## src/rtl/pe_job_scheduler.sv

```systemverilog
`default_nettype none
// =============================================================================
// Module   : pe_job_scheduler
// Brief    : Round-robin owner of the shared PE fetch/execute pipeline; launches
//            one job, tracks it until idle, drains stage 2 and pulses done.
//            Optional macro WATCHDOG_EN adds a run watchdog (pe_abort / err).
// Revision : 1.0 - initial release
// =============================================================================
module pe_job_scheduler #(
    parameter int N_REQ        = 4,
    parameter int PC_LEN       = 12,
    parameter int DRAIN_CYCLES = 4,
    parameter int TIMEOUT      = 1024
) (
    input  logic                    clk,
    input  logic                    rstn,
    input  logic [N_REQ-1:0]        req,
    input  logic [N_REQ*PC_LEN-1:0] req_pc,
    output logic [N_REQ-1:0]        grant,
    output logic [N_REQ-1:0]        done,
    output logic [N_REQ-1:0]        err,
    output logic                    pe_valid,
    output logic [PC_LEN-1:0]       pe_start_pc,
    input  logic                    pe_busy,
    output logic                    pe_abort,
    output logic                    sched_busy
);

    localparam int IDX_W = (N_REQ > 1) ? $clog2(N_REQ) : 1;
    localparam int DR_W  = (DRAIN_CYCLES > 1) ? $clog2(DRAIN_CYCLES) : 1;

    typedef enum logic [2:0] {
        S_IDLE      = 3'd0,
        S_LAUNCH    = 3'd1,
        S_WAIT_BUSY = 3'd2,
        S_RUN       = 3'd3,
        S_DRAIN     = 3'd4
    } state_t;

    state_t             state_q, state_d;
    logic [IDX_W-1:0]   rr_ptr_q, rr_ptr_d;
    logic [IDX_W-1:0]   win_q, win_d;
    logic [IDX_W-1:0]   arb_win, next_ptr;
    logic               arb_found;
    logic [N_REQ-1:0]   grant_q, grant_d;
    logic [N_REQ-1:0]   done_q, done_d;
    logic               pe_valid_q, pe_valid_d;
    logic [PC_LEN-1:0]  pc_q, pc_d;
    logic [DR_W-1:0]    drain_q, drain_d;
    logic [PC_LEN-1:0]  pc_arr [N_REQ];
    logic               wd_fire;

    for (genvar g = 0; g < N_REQ; g++) begin : g_pc_slice
        assign pc_arr[g] = req_pc[g*PC_LEN +: PC_LEN];
    end

    // First set request scanning upward from rr_ptr, wrapping at N_REQ.
    always_comb begin : p_arb
        int idx;
        arb_found = 1'b0;
        arb_win   = rr_ptr_q;
        idx       = 0;
        for (int i = 0; i < N_REQ; i++) begin
            idx = int'(rr_ptr_q) + i;
            if (idx >= N_REQ) idx = idx - N_REQ;
            if (!arb_found && req[idx[IDX_W-1:0]]) begin
                arb_found = 1'b1;
                arb_win   = idx[IDX_W-1:0];
            end
        end
    end

    assign next_ptr = (win_q == IDX_W'(N_REQ - 1)) ? '0 : win_q + 1'b1;

    always_comb begin
        state_d    = state_q;
        rr_ptr_d   = rr_ptr_q;
        win_d      = win_q;
        grant_d    = grant_q;
        done_d     = '0;
        pe_valid_d = 1'b0;
        pc_d       = pc_q;
        drain_d    = drain_q;
        case (state_q)
            S_IDLE: begin
                if (arb_found) begin
                    win_d          = arb_win;
                    grant_d        = '0;
                    grant_d[arb_win] = 1'b1;
                    pc_d           = pc_arr[arb_win];
                    pe_valid_d     = 1'b1;
                    state_d        = S_LAUNCH;
                end
            end
            S_LAUNCH: state_d = S_WAIT_BUSY;
            S_WAIT_BUSY: begin
                if (wd_fire) begin
                    grant_d  = '0;
                    rr_ptr_d = next_ptr;
                    state_d  = S_IDLE;
                end else if (pe_busy) begin
                    state_d = S_RUN;
                end
            end
            S_RUN: begin
                if (!pe_busy) begin
                    drain_d = DR_W'(DRAIN_CYCLES - 1);
                    state_d = S_DRAIN;
                end else if (wd_fire) begin
                    grant_d  = '0;
                    rr_ptr_d = next_ptr;
                    state_d  = S_IDLE;
                end
            end
            S_DRAIN: begin
                if (drain_q == '0) begin
                    done_d   = grant_q;
                    grant_d  = '0;
                    rr_ptr_d = next_ptr;
                    state_d  = S_IDLE;
                end else begin
                    drain_d = drain_q - 1'b1;
                end
            end
            default: state_d = S_IDLE;
        endcase
    end

    always_ff @(posedge clk or negedge rstn) begin
        if (!rstn) begin
            state_q    <= S_IDLE;
            rr_ptr_q   <= '0;
            win_q      <= '0;
            grant_q    <= '0;
            done_q     <= '0;
            pe_valid_q <= 1'b0;
            pc_q       <= '0;
            drain_q    <= '0;
        end else begin
            state_q    <= state_d;
            rr_ptr_q   <= rr_ptr_d;
            win_q      <= win_d;
            grant_q    <= grant_d;
            done_q     <= done_d;
            pe_valid_q <= pe_valid_d;
            pc_q       <= pc_d;
            drain_q    <= drain_d;
        end
    end

`ifdef WATCHDOG_EN
    localparam int WD_W = $clog2(TIMEOUT + 1);

    logic [WD_W-1:0]  wd_q, wd_d;
    logic [N_REQ-1:0] err_q, err_d;
    logic             abort_q, abort_d;

    // Fires on the edge where the count reaches TIMEOUT-1; a falling pe_busy in RUN wins.
    assign wd_fire = ((state_q == S_WAIT_BUSY) || (state_q == S_RUN && pe_busy))
                     && (wd_q == WD_W'(TIMEOUT - 2));

    always_comb begin
        wd_d    = wd_q;
        err_d   = '0;
        abort_d = 1'b0;
        if (state_q == S_IDLE) begin
            wd_d = '0;
        end else if (state_q == S_WAIT_BUSY || state_q == S_RUN) begin
            wd_d = wd_q + 1'b1;
        end
        if (wd_fire) begin
            err_d   = grant_q;
            abort_d = 1'b1;
        end
    end

    always_ff @(posedge clk or negedge rstn) begin
        if (!rstn) begin
            wd_q    <= '0;
            err_q   <= '0;
            abort_q <= 1'b0;
        end else begin
            wd_q    <= wd_d;
            err_q   <= err_d;
            abort_q <= abort_d;
        end
    end

    assign err      = err_q;
    assign pe_abort = abort_q;
`else
    assign wd_fire  = 1'b0;
    assign err      = '0;
    assign pe_abort = 1'b0;
`endif

    assign grant       = grant_q;
    assign done        = done_q;
    assign pe_valid    = pe_valid_q;
    assign pe_start_pc = pc_q;
    assign sched_busy  = (state_q != S_IDLE);

endmodule
`default_nettype wire

```

## config.mk

```make
export PLATFORM = sky130hd
export DESIGN_NAME = pe_job_scheduler
export DESIGN_NICKNAME = d
export VERILOG_FILES = /design/src/rtl/pe_job_scheduler.sv
export SDC_FILE = /design/constraint.sdc
export NUM_CORES = 1
export LEC_CHECK = 0
export CORE_MARGIN = 2
export CORE_UTILIZATION = 37
export DETAILED_ROUTE_END_ITERATION = 6
export PLACE_DENSITY = 0.76
export SLEW_MARGIN = 40
export SYNTH_ARGS = -nofsm -noshare
export SYNTH_HDL_FRONTEND = slang
export SYNTH_SLANG_ARGS = --single-unit
```

## constraint.sdc

```tcl
create_clock -name clk -period 2.25 [get_ports clk]
set_input_delay 0.5625 -clock clk [delete_from_list [all_inputs] [get_ports clk]]
set_output_delay 0.5625 -clock clk [all_outputs]
set_load 0.02 [all_outputs]
```

# After elaboration in Yosys (flattened, before gate mapping)

Cells that the tools add are included.

Flip-flop bits (word level): 30
Latch bits: 0
Bits in writable memories: 0
Bits in read-only memories: 0
Output and inout port bits: 27
Logic and storage cells: 97
Memories: 0

Add/sub/neg operators: 9
$mul: 0
Div/mod/pow operators: 0
Magnitude comparators: 11
Equal/unequal tests: 10
Shifts and indexed selects: 0
Muxes and demuxes: 41
Bitwise logic cells: 1
Reduce and logical (&&, ||, !) cells: 17

Operator list:

| cell                                                        | number |
|---|---|
| binary-select mux 12 bit (select 2 bit)                     | 1 |
| two-way mux 12 bit                                          | 2 |
| two-way mux 2 bit                                           | 11 |
| two-way mux 4 bit                                           | 4 |
| less-than comparator 2 x 3 -> 1 bit (second input constant) | 5 |
| one-hot mux 3 bit (5 select lines)                          | 1 |
| greater-or-equal comparator 3 bit (second input constant)   | 4 |
| two-way mux 3 bit                                           | 4 |
| two-way mux 1 bit                                           | 11 |
| inequality test 2 bit (second input constant)               | 5 |
| subtractor 2 x 1 -> 2 bit (second input constant)           | 5 |
| binary-select mux 1 bit (select 2 bit)                      | 4 |
| one-hot mux 4 bit (2 select lines)                          | 1 |
| adder 2 x 2 -> 3 bit (second input constant)                | 2 |
| == test 3 x 2 -> 1 bit (second input constant)              | 2 |
| AND reduction 3 bit                                         | 2 |
| logical AND 1 bit                                           | 4 |
| one-hot mux 2 bit (2 select lines)                          | 1 |
| AND reduction 2 bit                                         | 2 |
| AND reduction 4 bit                                         | 1 |
| nonzero test 2 bit                                          | 2 |
| adder 2 x 1 -> 3 bit (second input constant)                | 1 |
| == test 3 x 1 -> 1 bit (second input constant)              | 1 |
| == test 3 bit (second input constant)                       | 1 |
| other kinds (10)                                            | 12 |

# Logic depth before layout (Yosys ltp)

Gate-level depths: netlist (run 1).

Depth in word-level cells: 20
Mapped depth: 8
Gate-level depth less buffers: 6

# Least setup slack after synthesis (run 1)

Ideal clock, no wire load.

Kind: input to register
From: input req[3]
To: register pc_q[10], in the netlist pe_start_pc[10]
Arrival: 2.470 ns
Slack: -0.345 ns
Stages on the path: 8
Cell sequence: buf_2 -> nor2b_2 -> a2111oi_4 -> or2_1 -> buf_6 -> buf_8 -> mux4_2 -> mux2_4

Longest elaborated chain between the ends: 16

Ends and longest elaborated chain:

| element                                               | line | source |
|---|---|---|
| from (decl)                                           | 17   | `input logic [N_REQ-1:0] req,` |
| binary-select mux 1 bit (select 2 bit)                | 66   | `if (!arb_found && req[idx[IDX_W-1:0]]) begin` |
| two-way mux 1 bit (not written as such)               | 66   |  |
| two-way mux 1 bit                                     | 66   |  |
| logical NOT 1 bit                                     | 66   |  |
| logical AND 1 bit                                     | 66   |  |
| two-way mux 1 bit                                     | 66   |  |
| logical NOT 1 bit                                     | 66   |  |
| logical AND 1 bit                                     | 66   |  |
| two-way mux 1 bit                                     | 66   |  |
| logical NOT 1 bit                                     | 66   |  |
| logical AND 1 bit                                     | 66   |  |
| two-way mux 2 bit                                     | 66   |  |
| NOT 2 -> 3 bit (not written as such)                  | 90   | `pc_d = pc_arr[arb_win];` |
| binary-select mux 12 bit (select 2 bit)               | 90   |  |
| two-way mux 12 bit (not written as such) (2 in a row) | 90   |  |
| to (signal assigned)                                  | 146  | `pc_q <= pc_d;` |
| to (decl)                                             | 48   | `logic [PC_LEN-1:0] pc_q, pc_d;` |

Several ways; a longest one is shown, not always the timed one. The select of a mux whose other input is x is not followed.
A chain may end at the register's enable or synchronous reset.

# Final worst setup path (run 1)

From: register state_q[2]
To: output sched_busy

Longest elaborated chain between the ends: 1

Ends and longest elaborated chain:

| element                | line | source |
|---|---|---|
| from (decl)            | 40   | `state_t state_q, state_d;` |
| from (signal assigned) | 140  | `state_q <= state_d;` |
| nonzero test 3 bit     | 201  | `assign sched_busy = (state_q != S_IDLE);` |
| to (decl)              | 26   | `output logic sched_busy` |

No other way between the ends.

==> results_tabular.tex, run 1 <==
\begin{tabular}{lr}
\hline
Metric & Value \\
\hline
\multicolumn{2}{l}{\textbf{Setup path}} \\
Maximum fanout count along the critical path & 9 \\
Critical register-to-register path endpoint & pe\_start\_pc[0] \\
Number of buffer and inverter stages on the critical path & 1 \\
R2R cell count & 5 \\
Critical path's largest stage delay & 0.54 ns \\
Category of the worst setup path capture point & output pin \\
Reg-to-reg slack, setup & 0.17 ns \\
Startpoint type of the worst setup path & register \\
Reg-to-reg critical path startpoint & rr\_ptr\_q[0] \\
Launching instance or port of the critical path & state\_q[2] \\
Worst path arrival time & 1.61 ns \\
Worst path required time & 1.69 ns \\
Kind of cell adding the most delay to the critical path & buffers and inverters \\
Last element of the critical path & sched\_busy \\
Crit path max-delay cell type & clkdlybuf4s50\_1 \\
Crit Path Class & reg -> out \\
Cell-by-cell trace of the critical path & or3\_1, clkdlybuf4s50\_1 \\
Cell depth of the worst setup path & 2 \\
\multicolumn{2}{l}{\textbf{Timing}} \\
Slew @ Worst Pin & 0.619 ns \\
Share of the clock period used by the worst path after layout & 96.7\% \\
Clock Skews & 0.00827 ns \\
RSZ-0062 raised after global routing & no \\
Time the worst path needs with I/O delays and setup & 2.18 ns \\
Hold violation count in the final report & 0 \\
Highest Clock Rate & 0.460 GHz \\
Worst slew margin & 58.6\% \\
Slew Limit Fails & 0 \\
Setup violations, final & 0 \\
\multicolumn{2}{l}{\textbf{Route}} \\
Number of design-rule violations left by the first detailed-router iteration & 81 \\
Highest metal used & met4 \\
Detail-routed net length per standard cell & 15.6 um \\
Number of nets with antenna violations after routing & 0 \\
Per-cell via count in the routed design & 5.44 \\
Vias after detailed routing & 1756 \\
Number of design rule violations left after detail routing & 0 \\
Metal1 wirelength & 2110 um \\
Final wirelength & 5020 um \\
Met2 wirelength from detailed routing & 2520 um \\
Amount of wire on met3 after detailed routing & 317 um \\
First drt pass iteration count & 4 \\
\multicolumn{2}{l}{\textbf{Synthesis}} \\
Synth warn & 0 \\
Top area cells in the synthesized netlist & dfrtp\_1 43\%, mux4\_2 5.2\%, o41ai\_1 4.6\% \\
Number of instances in the synthesized netlist & 176 \\
Asr flop ratio synth & 100\% \\
Most numerous cell types in the synthesized netlist & 30 x dfrtp\_1, 19 x nand2\_1, 15 x nor2\_1, 14 x a21oi\_1, 9 x o41ai\_1 \\
Flops \& latches, synth & 30 \\
Largest area contributor in the synthesized netlist & dfrtp\_1 \\
Cell with the most instances after synthesis & dfrtp\_1 \\
Top-area cell type share of the netlist area & 43.4\% \\
Number of enable-type register cells in the synthesized netlist & 0 \\
Syn Std Cell Area & 1730 um2 \\
Syn Area/Cell & 9.84 um2 \\
Cell variety after synth & 42 \\
Top flip-flop cell by instance count after synthesis & dfrtp\_1 \\
Proportion of synthesized chip area in sequential cells & 43.4\% \\
\multicolumn{2}{l}{\textbf{Status}} \\
Outcome & finished clean \\
\multicolumn{2}{l}{\textbf{Placed design}} \\
Post-Place Cell Area & 2670 um2 \\
Final weighted congestion in routability-driven placement & 0.793 \\
Number of buffers inserted by port buffering & 76 \\
HPWL after detailed placement & 3770 um \\
\multicolumn{2}{l}{\textbf{Final layout}} \\
Area added between synthesis and finish & 60.5\% \\
Total Nets Final & 328 \\
Fin area & 2780 um2 \\
Share of cells above drive strength 1 & 19.2\% \\
Count of inserted antenna diode cells & 0 \\
\multicolumn{2}{l}{\textbf{Die}} \\
Width of the die & 72.4 um \\
Row count & 24 \\
Core Box Area & 4440 um2 \\
Initial Util & 39.0\% \\
\# IOs & 82 \\
Die Outline Area & 5240 um2 \\
Die height & 72.4 um \\
\multicolumn{2}{l}{\textbf{Clock network}} \\
Clock root cell & clkbuf\_8 \\
Source-to-sink clock delay at the later pin of the worst-skew pair & 0.28 ns \\
CTS H-tree lvls & 2 \\
CTS tree & yes \\
Clock slew at reported path FFs & 0.06 ns \\
TritonCTS Buffers & 5 \\
Number of buffers on the longest clock path & 2 \\
CTS Sinks & 30 \\
\multicolumn{2}{l}{\textbf{Power and ir drop}} \\
Worst ir drop on vdd & 0.422 mV \\
Overall Power & 2.57 mW \\
Leakage power & 1.20 nW \\
Power density over cell area & 923 nW/um2 \\
\multicolumn{2}{l}{\textbf{GRT}} \\
Number of antenna violations at the first check in global routing & 0 \\
Grt ovf & 0 \\
First-pass GRT wire length & 8140 um \\
Number of global-route vias before repair & 1787 \\
GRT Total Usage & 20.2\% \\
Pin count of the biggest net entering global routing & 31 \\
\multicolumn{2}{l}{\textbf{Flow run}} \\
Number of maximum-capacitance constraint violations & 0 \\
\multicolumn{2}{l}{\textbf{Worst hold path}} \\
Startpoint of the worst hold path & pe\_start\_pc[6] \\
Hold Path Class & reg -> reg \\
\hline
\end{tabular}
==> through the flow <==
stage	std cells	setup slack, ns	TNS, ns	hold WS [ns]	utilization (%)
CTS	323	0.00146	0	0.483	62.0
global placement	315	-0.508	-5.25	0.455	60.1
detailed placement	315	-0.578	-6.44	0.469	60.1
global route	323	0.0169	0	0.501	62.6
finish	323	0.0741	0	0.481	62.6
floorplan	180	-0.194	-0.431	0.267	-
==> final cells by class <==
type	instances	area, um2
Fill cell	386	1660
Timing Repair Buffer	103	975
Multi-Input combinational cell	126	895
Sequential cell	30	751
Clock buffer	7	76.3
Tap cell	52	65.1
Inverter	5	18.8
==> routing by layer <==
layer | global-route usage [%] | up-vias
li1 | - | 816
met1 | 25.5 | 869
met2 | 33.6 | 63
met3 | 5.28 | 8
met4 | 7.20 | 0
met5 | 0 | -
==> cells by family (layout without fill, tap and decap cells) <==
logic type / after synthesis / count (layout) / share of synthesized area (%)
AOI/OAI and AO/OA: 49 / 49 / 20.9
adders and majority gates: 2 / 2 / 1.44
buffers and inverters: 24 / 115 / 8.02
DFF: 30 / 30 / 43.4
muxes: 8 / 8 / 8.02
other: 1 / 5 / 0.217
and+or+nand+nor: 62 / 62 / 18.1
==> where the power goes <==
group          switching [mW]  internal, mW
Clock                   0.192         0.212
Sequential              0.130         0.739
Combinational           0.607         0.686
Total                   0.929          1.64
==> worst min-delay path by stage <==
stage | slack [ns] | to | cells after the start
after floorplan | 0.27 | done[0] | 0
after CTS | 0.48 | pe_start_pc[6] | 2
after global placement | 0.45 | pe_start_pc[6] | 2
after detailed placement | 0.47 | pe_start_pc[3] | 2
final | 0.48 | pe_start_pc[6] | 2
after global routing | 0.50 | pe_start_pc[11] | 2
==> what timing repair did <==
item	in CTS	in global routing
setup endpoints to repair	12	10
buffers inserted	1	0
endpoints found under the hold margin	0	0
hold buffers	0	0
resized for setup	4	4
pin swaps	2	4
==> sequential cells by signal, indices dropped and copies added, names as in the netlist <==
name / count
drain_q: 2
grant: 4
done: 4
pe_valid: 1
pe_start_pc: 12
rr_ptr_q: 2
state_q: 3
win_q: 2
==> cell usage in the layout, fill, tap and decap left out, types with 2 or more instances in the layout <==
cell | Yosys | layout
nor2_1 | 15 | 15
nor2b_1 | 4 | 3
mux2_2 | 3 | 3
nand2_1 | 19 | 19
ha_1 | 2 | 2
o41ai_1 | 9 | 6
buf_4 | 5 | 26
or2_2 | 2 | 2
nand3_1 | 4 | 4
nor3b_1 | 8 | 8
a21oi_1 | 14 | 14
and2_1 | 4 | 4
a211oi_1 | 8 | 8
inv_1 | 4 | 4
o31ai_1 | 3 | 3
conb_1 | 1 | 5
nor2b_4 | 0 | 2
dlygate4sd2_1 | 0 | 3
o21ai_0 | 5 | 5
dfrtp_1 | 30 | 30
clkbuf_1 | 3 | 2
mux4_2 | 4 | 4
clkbuf_8 | 0 | 5
o41ai_2 | 0 | 3
clkdlybuf4s50_1 | 0 | 72
==> worst register-to-register path: stages (launching register included) <==
cell and delay (ns):
dfrtp_1 0.51, nor2b_4 0.08, a2111oi_4 0.37, or2_4 0.24, mux4_2 0.50, mux2_2 0.28
Note: power is estimated with default switching activity, not from simulation.
==> run 2, diff against run 1 <==
- CORE_UTILIZATION: 37 -> 44
- PLACE_DENSITY: 0.76 -> 0.85
- clock period: 2.25 -> 2.75 ns (I/O delays scaled with it)
==> results_tabular.tex, run 2 (same netlist as run 1, synthesis figures left out) <==
\begin{tabular}{lr}
\hline
Metric & Value \\
\hline
\multicolumn{2}{l}{\textbf{Status}} \\
Outcome & finished clean \\
\multicolumn{2}{l}{\textbf{Setup path}} \\
Worst path required time & 2.91 ns \\
Reg-to-reg critical path startpoint & rr\_ptr\_q[1] \\
Category of the worst setup path capture point & register \\
R2R cell count & 5 \\
Worst path arrival time & 2.74 ns \\
Crit Path Class & in -> reg \\
Startpoint type of the worst setup path & input pin \\
Maximum fanout count along the critical path & 6 \\
Reg-to-reg slack, setup & 0.66 ns \\
Critical register-to-register path endpoint & pe\_start\_pc[0] \\
\multicolumn{2}{l}{\textbf{Worst hold path}} \\
Number of cells traversed by the worst hold path & 2 \\
Startpoint of the worst hold path & pe\_start\_pc[9] \\
Worst Hold Endpoint & pe\_start\_pc[9] \\
Hold Path Class & reg -> reg \\
\multicolumn{2}{l}{\textbf{Power and ir drop}} \\
Internal power & 1.28 mW \\
Combinational fraction of design power & 48.5\% \\
Sequential share of power & 35.5\% \\
Net switching fraction of the power & 36.7\% \\
Overall Power & 2.02 mW \\
Power density over cell area & 763 nW/um2 \\
Leakage power & 1.10 nW \\
Worst ir drop on vdd & 0.433 mV \\
Clock network fraction of total power & 16.0\% \\
Psw & 739 uW \\
\multicolumn{2}{l}{\textbf{Timing}} \\
Setup violations, final & 0 \\
Hold violation count in the final report & 0 \\
RSZ-0062 raised after global routing & no \\
Time the worst path needs with I/O delays and setup & 2.58 ns \\
Worst slew margin & 57.3\% \\
Post-layout worst setup margin & 0.173 ns \\
Slew Limit Fails & 0 \\
Slew @ Worst Pin & 0.638 ns \\
Clock Skews & 0.00399 ns \\
Share of the clock period used by the worst path after layout & 93.7\% \\
Highest Clock Rate & 0.388 GHz \\
\multicolumn{2}{l}{\textbf{Final layout}} \\
Count of inserted antenna diode cells & 0 \\
Number of standard cells in the layout, taps in and fillers out & 306 \\
Share of cells above drive strength 1 & 13.6\% \\
Number of flip-flops under the largest register name & 12 \\
Most common cell after layout, fill and taps aside & clkdlybuf4s50\_1 \\
Top library cells by usage in the layout, fill and taps aside & 76 x clkdlybuf4s50\_1, 30 x dfrtp\_1, 19 x nand2\_1 \\
Total Nets Final & 315 \\
Area added between synthesis and finish & 52.7\% \\
\multicolumn{2}{l}{\textbf{Die}} \\
Die Outline Area & 4450 um2 \\
Initial Util & 46.6\% \\
\# IOs & 82 \\
Row count & 22 \\
Core Box Area & 3720 um2 \\
Die height & 66.7 um \\
Width of the die & 66.7 um \\
\multicolumn{2}{l}{\textbf{Placed design}} \\
Number of buffers inserted by port buffering & 76 \\
Minimum setup slack after placement & -0.272 ns \\
Number of cells in the design after placement & 299 \\
HPWL after detailed placement & 3600 um \\
Final weighted congestion in routability-driven placement & 0.834 \\
\multicolumn{2}{l}{\textbf{Clock network}} \\
Clock root cell & clkbuf\_8 \\
TritonCTS Buffers & 5 \\
Post-cts resize count & 0 \\
CTS Sinks & 30 \\
CTS tree & yes \\
CTS H-tree lvls & 2 \\
Hold buffers post-CTS & 0 \\
Number of buffers on the longest clock path & 2 \\
Clock slew at reported path FFs & 0.06 ns \\
Setup Buffers After CTS & 0 \\
Source-to-sink clock delay at the later pin of the worst-skew pair & 0.28 ns \\
\multicolumn{2}{l}{\textbf{GRT}} \\
Grt ovf & 0 \\
Pin count of the biggest net entering global routing & 31 \\
Number of antenna violations at the first check in global routing & 0 \\
Number of global-route vias before repair & 1670 \\
GRT Total Usage & 23.0\% \\
First-pass GRT wire length & 7600 um \\
\multicolumn{2}{l}{\textbf{Route}} \\
Per-cell via count in the routed design & 5.47 \\
Vias after detailed routing & 1674 \\
First drt pass iteration count & 4 \\
Detail-routed net length per standard cell & 16.1 um \\
Number of design rule violations left after detail routing & 0 \\
Number of nets with antenna violations after routing & 0 \\
Number of design-rule violations left by the first detailed-router iteration & 100 \\
Final wirelength & 4910 um \\
\multicolumn{2}{l}{\textbf{Flow run}} \\
Number of maximum-capacitance constraint violations & 0 \\
\hline
\end{tabular}
[run 2: layout make-up]
class,instances,area (um2)
fill,302,1070
timing repair buffer,90,878
multi-input combinational,126,860
sequential,30,751
clock buffer,7,76.3
tap,48,60.1
inverter,5,18.8
[run 2: per-layer routing]
metal  wire length (um)  global-route usage (%)
met4                 62                    8.16
met5                  0                       0
met2               2500                    40.1
met1               2020                    27.8
met3                332                    4.90
[run 2: per-stage QoR]
stage | hold slack, ns | util, % | TNS (ns) | cell area (um2)
finish | 0.484 | 71.1 | 0 | 2640
global route | 0.496 | 71.1 | 0 | 2640
CTS | 0.484 | 71.1 | 0 | 2640
detailed placement | 0.467 | 69.0 | -1.60 | 2560
global placement | 0.459 | 69.0 | -0.625 | 2560
floorplan | 0.392 | - | 0 | 1750
[run 2: how the worst max path moves through the flow]
| stage | startpoint | endpoint | slack [ns] | cells past startpoint |
|---|---|---|---|---|
| 6_report | req[3] | pe_start_pc[0] | 0.17 | 6 |
| 5_1_grt | req[0] | pe_start_pc[0] | 0.10 | 6 |
| 4_1_cts | req[0] | pe_start_pc[0] | 0.008 | 6 |
| 3_5_place_dp | req[0] | pe_start_pc[0] | -0.27 | 6 |
| 3_3_place_gp | req[3] | pe_start_pc[4] | -0.16 | 6 |
| 2_1_floorplan | req[3] | pe_start_pc[10] | 0.03 | 8 |
[run 2: power groups by stage]
stage          Clock (mW)  Combinational [mW]  Sequential, mW
4_1_cts             0.331               0.982           0.715
5_1_grt             0.351                1.05           0.734
6_report            0.323               0.978           0.715
3_5_place_dp            0               0.980           0.717
2_1_floorplan           0               0.400           0.834
3_3_place_gp            0               0.947           0.714
[run 2: critical path: stages]
cell	delay (ns)
clkdlybuf4s50_1	0.55
nor2b_2	0.08
a2111oi_4	0.37
or2_4	0.25
mux4_2	0.52
mux2_2	0.28
==> run 3, diff against run 2 <==
- clock period: 2.75 -> 3.1 ns (I/O delays scaled with it)
==> results_tabular.tex, run 3 (same netlist as run 1, synthesis figures left out) <==
\begin{tabular}{lr}
\hline
Metric & Value \\
\hline
\multicolumn{2}{l}{\textbf{Power and ir drop}} \\
Power density over cell area & 686 nW/um2 \\
Leakage power & 1.09 nW \\
Worst ir drop on vdd & 0.422 mV \\
\multicolumn{2}{l}{\textbf{Clock network}} \\
Post-cts resize count & 0 \\
TritonCTS Buffers & 5 \\
Clock root cell & clkbuf\_8 \\
Hold buffers post-CTS & 0 \\
CTS Sinks & 30 \\
Number of buffers on the longest clock path & 2 \\
Source-to-sink clock delay at the later pin of the worst-skew pair & 0.29 ns \\
Clock slew at reported path FFs & 0.07 ns \\
CTS H-tree lvls & 2 \\
CTS tree & yes \\
Setup Buffers After CTS & 0 \\
\multicolumn{2}{l}{\textbf{Die}} \\
Die height & 66.7 um \\
Initial Util & 46.6\% \\
\# IOs & 82 \\
Die Outline Area & 4450 um2 \\
Width of the die & 66.7 um \\
Core Box Area & 3720 um2 \\
Row count & 22 \\
\multicolumn{2}{l}{\textbf{Timing}} \\
Post-layout worst setup margin & 0.252 ns \\
Highest Clock Rate & 0.351 GHz \\
Setup violations, final & 0 \\
Clock Skews & 0.00698 ns \\
RSZ-0062 raised after global routing & no \\
Share of the clock period used by the worst path after layout & 91.9\% \\
Worst slew margin & 62.2\% \\
Hold violation count in the final report & 0 \\
Slew @ Worst Pin & 0.566 ns \\
Time the worst path needs with I/O delays and setup & 2.85 ns \\
Slew Limit Fails & 0 \\
\multicolumn{2}{l}{\textbf{Final layout}} \\
Top library cells by usage in the layout, fill and taps aside & 76 x clkdlybuf4s50\_1, 30 x dfrtp\_1, 19 x nand2\_1 \\
Final core occ & 70.5\% \\
Area added between synthesis and finish & 51.4\% \\
Total Nets Final & 312 \\
Number of flip-flops under the largest register name & 12 \\
Count of inserted antenna diode cells & 0 \\
Most common cell after layout, fill and taps aside & clkdlybuf4s50\_1 \\
Share of cells above drive strength 1 & 12.9\% \\
\multicolumn{2}{l}{\textbf{Route}} \\
Final wirelength & 4870 um \\
Number of design-rule violations left by the first detailed-router iteration & 138 \\
Vias after detailed routing & 1644 \\
First drt pass iteration count & 4 \\
Detail-routed net length per standard cell & 16.0 um \\
Number of nets with antenna violations after routing & 0 \\
Number of design rule violations left after detail routing & 0 \\
Per-cell via count in the routed design & 5.41 \\
\multicolumn{2}{l}{\textbf{Setup path}} \\
Maximum fanout count along the critical path & 7 \\
Critical path's largest stage delay & 0.56 ns \\
Category of the worst setup path capture point & register \\
Worst path required time & 3.27 ns \\
R2R cell count & 5 \\
Crit path max-delay cell type & mux4\_2 \\
Cell-by-cell trace of the critical path & clkdlybuf4s50\_1, nor2b\_2, a2111oi\_4, or2\_1, mux4\_2, mux2\_4 \\
Crit Path Class & in -> reg \\
Worst path arrival time & 3.02 ns \\
Startpoint type of the worst setup path & input pin \\
\multicolumn{2}{l}{\textbf{Placed design}} \\
Minimum setup slack after placement & -0.0379 ns \\
Number of buffers inserted by port buffering & 76 \\
HPWL after detailed placement & 3540 um \\
Final weighted congestion in routability-driven placement & 0.830 \\
\multicolumn{2}{l}{\textbf{GRT}} \\
First-pass GRT wire length & 7910 um \\
GRT Total Usage & 24.1\% \\
Number of global-route vias before repair & 1682 \\
Pin count of the biggest net entering global routing & 31 \\
Number of antenna violations at the first check in global routing & 0 \\
Grt ovf & 0 \\
\multicolumn{2}{l}{\textbf{Status}} \\
Outcome & finished clean \\
\multicolumn{2}{l}{\textbf{Flow run}} \\
Number of maximum-capacitance constraint violations & 0 \\
\multicolumn{2}{l}{\textbf{Worst hold path}} \\
Number of cells traversed by the worst hold path & 2 \\
Hold Path Class & reg -> reg \\
\hline
\end{tabular}
==> run 3: final cells by class <==
class | count | area, um2
Clock buffer | 7 | 86.3
Inverter | 5 | 18.8
Timing Repair Buffer | 87 | 843
Fill cell | 307 | 1090
Sequential cell | 30 | 751
Multi-Input combinational cell | 126 | 857
Tap cell | 48 | 60.1
Clock inverter | 1 | 5.00
==> run 3: final timing paths <==
path | start | to | slack [ns]
max | req[0] | pe_start_pc[10] | 0.25
min | pe_start_pc[8] | pe_start_pc[8] | 0.49
max reg2reg | rr_ptr_q[0] | pe_start_pc[10] | 0.82
min reg2reg | pe_start_pc[8] | pe_start_pc[8] | 0.49
max in group asynchronous | rstn | pe_start_pc[6] | 1.93
min in group asynchronous | rstn | grant[1] | 0.88
==> run 3: where the power goes <==
| group | internal (mW) | leakage, nW | total, mW | switching [mW] |
|---|---|---|---|---|
| Combinational | 0.421 | 0.670 | 0.836 | 0.415 |
| Sequential | 0.536 | 0.376 | 0.633 | 0.0970 |
| Clock | 0.179 | 0.0482 | 0.330 | 0.151 |
==> run 3: through the flow <==
stage | hold slack, ns | cell area (um2) | cells | TNS [ns] | power, mW
floorplan | 0.454 | 1750 | 180 | 0 | 1.09
global placement | 0.461 | 2530 | 296 | 0 | 1.45
detailed placement | 0.462 | 2530 | 296 | -0.108 | 1.48
CTS | 0.488 | 2620 | 304 | 0 | 1.81
global route | 0.509 | 2620 | 304 | 0 | 1.91
finish | 0.487 | 2620 | 304 | 0 | 1.80
==> run 3: layer usage <==
metal	vias up	global-route usage, %	share of wire (%)
met5	-	0	0
met4	0	11.0	2.1
met3	8	5.41	7.2
met2	77	41.0	50
met1	778	29.0	41
li1	781	-	-
==> run 3: worst max-delay path: cells and delay by family <==
family	cells	cell delay (ns)
and+or+nand+nor	2	0.61
muxes	2	0.83
AOI/OAI and AO/OA	1	0.37
buffers and inverters	1	0.44
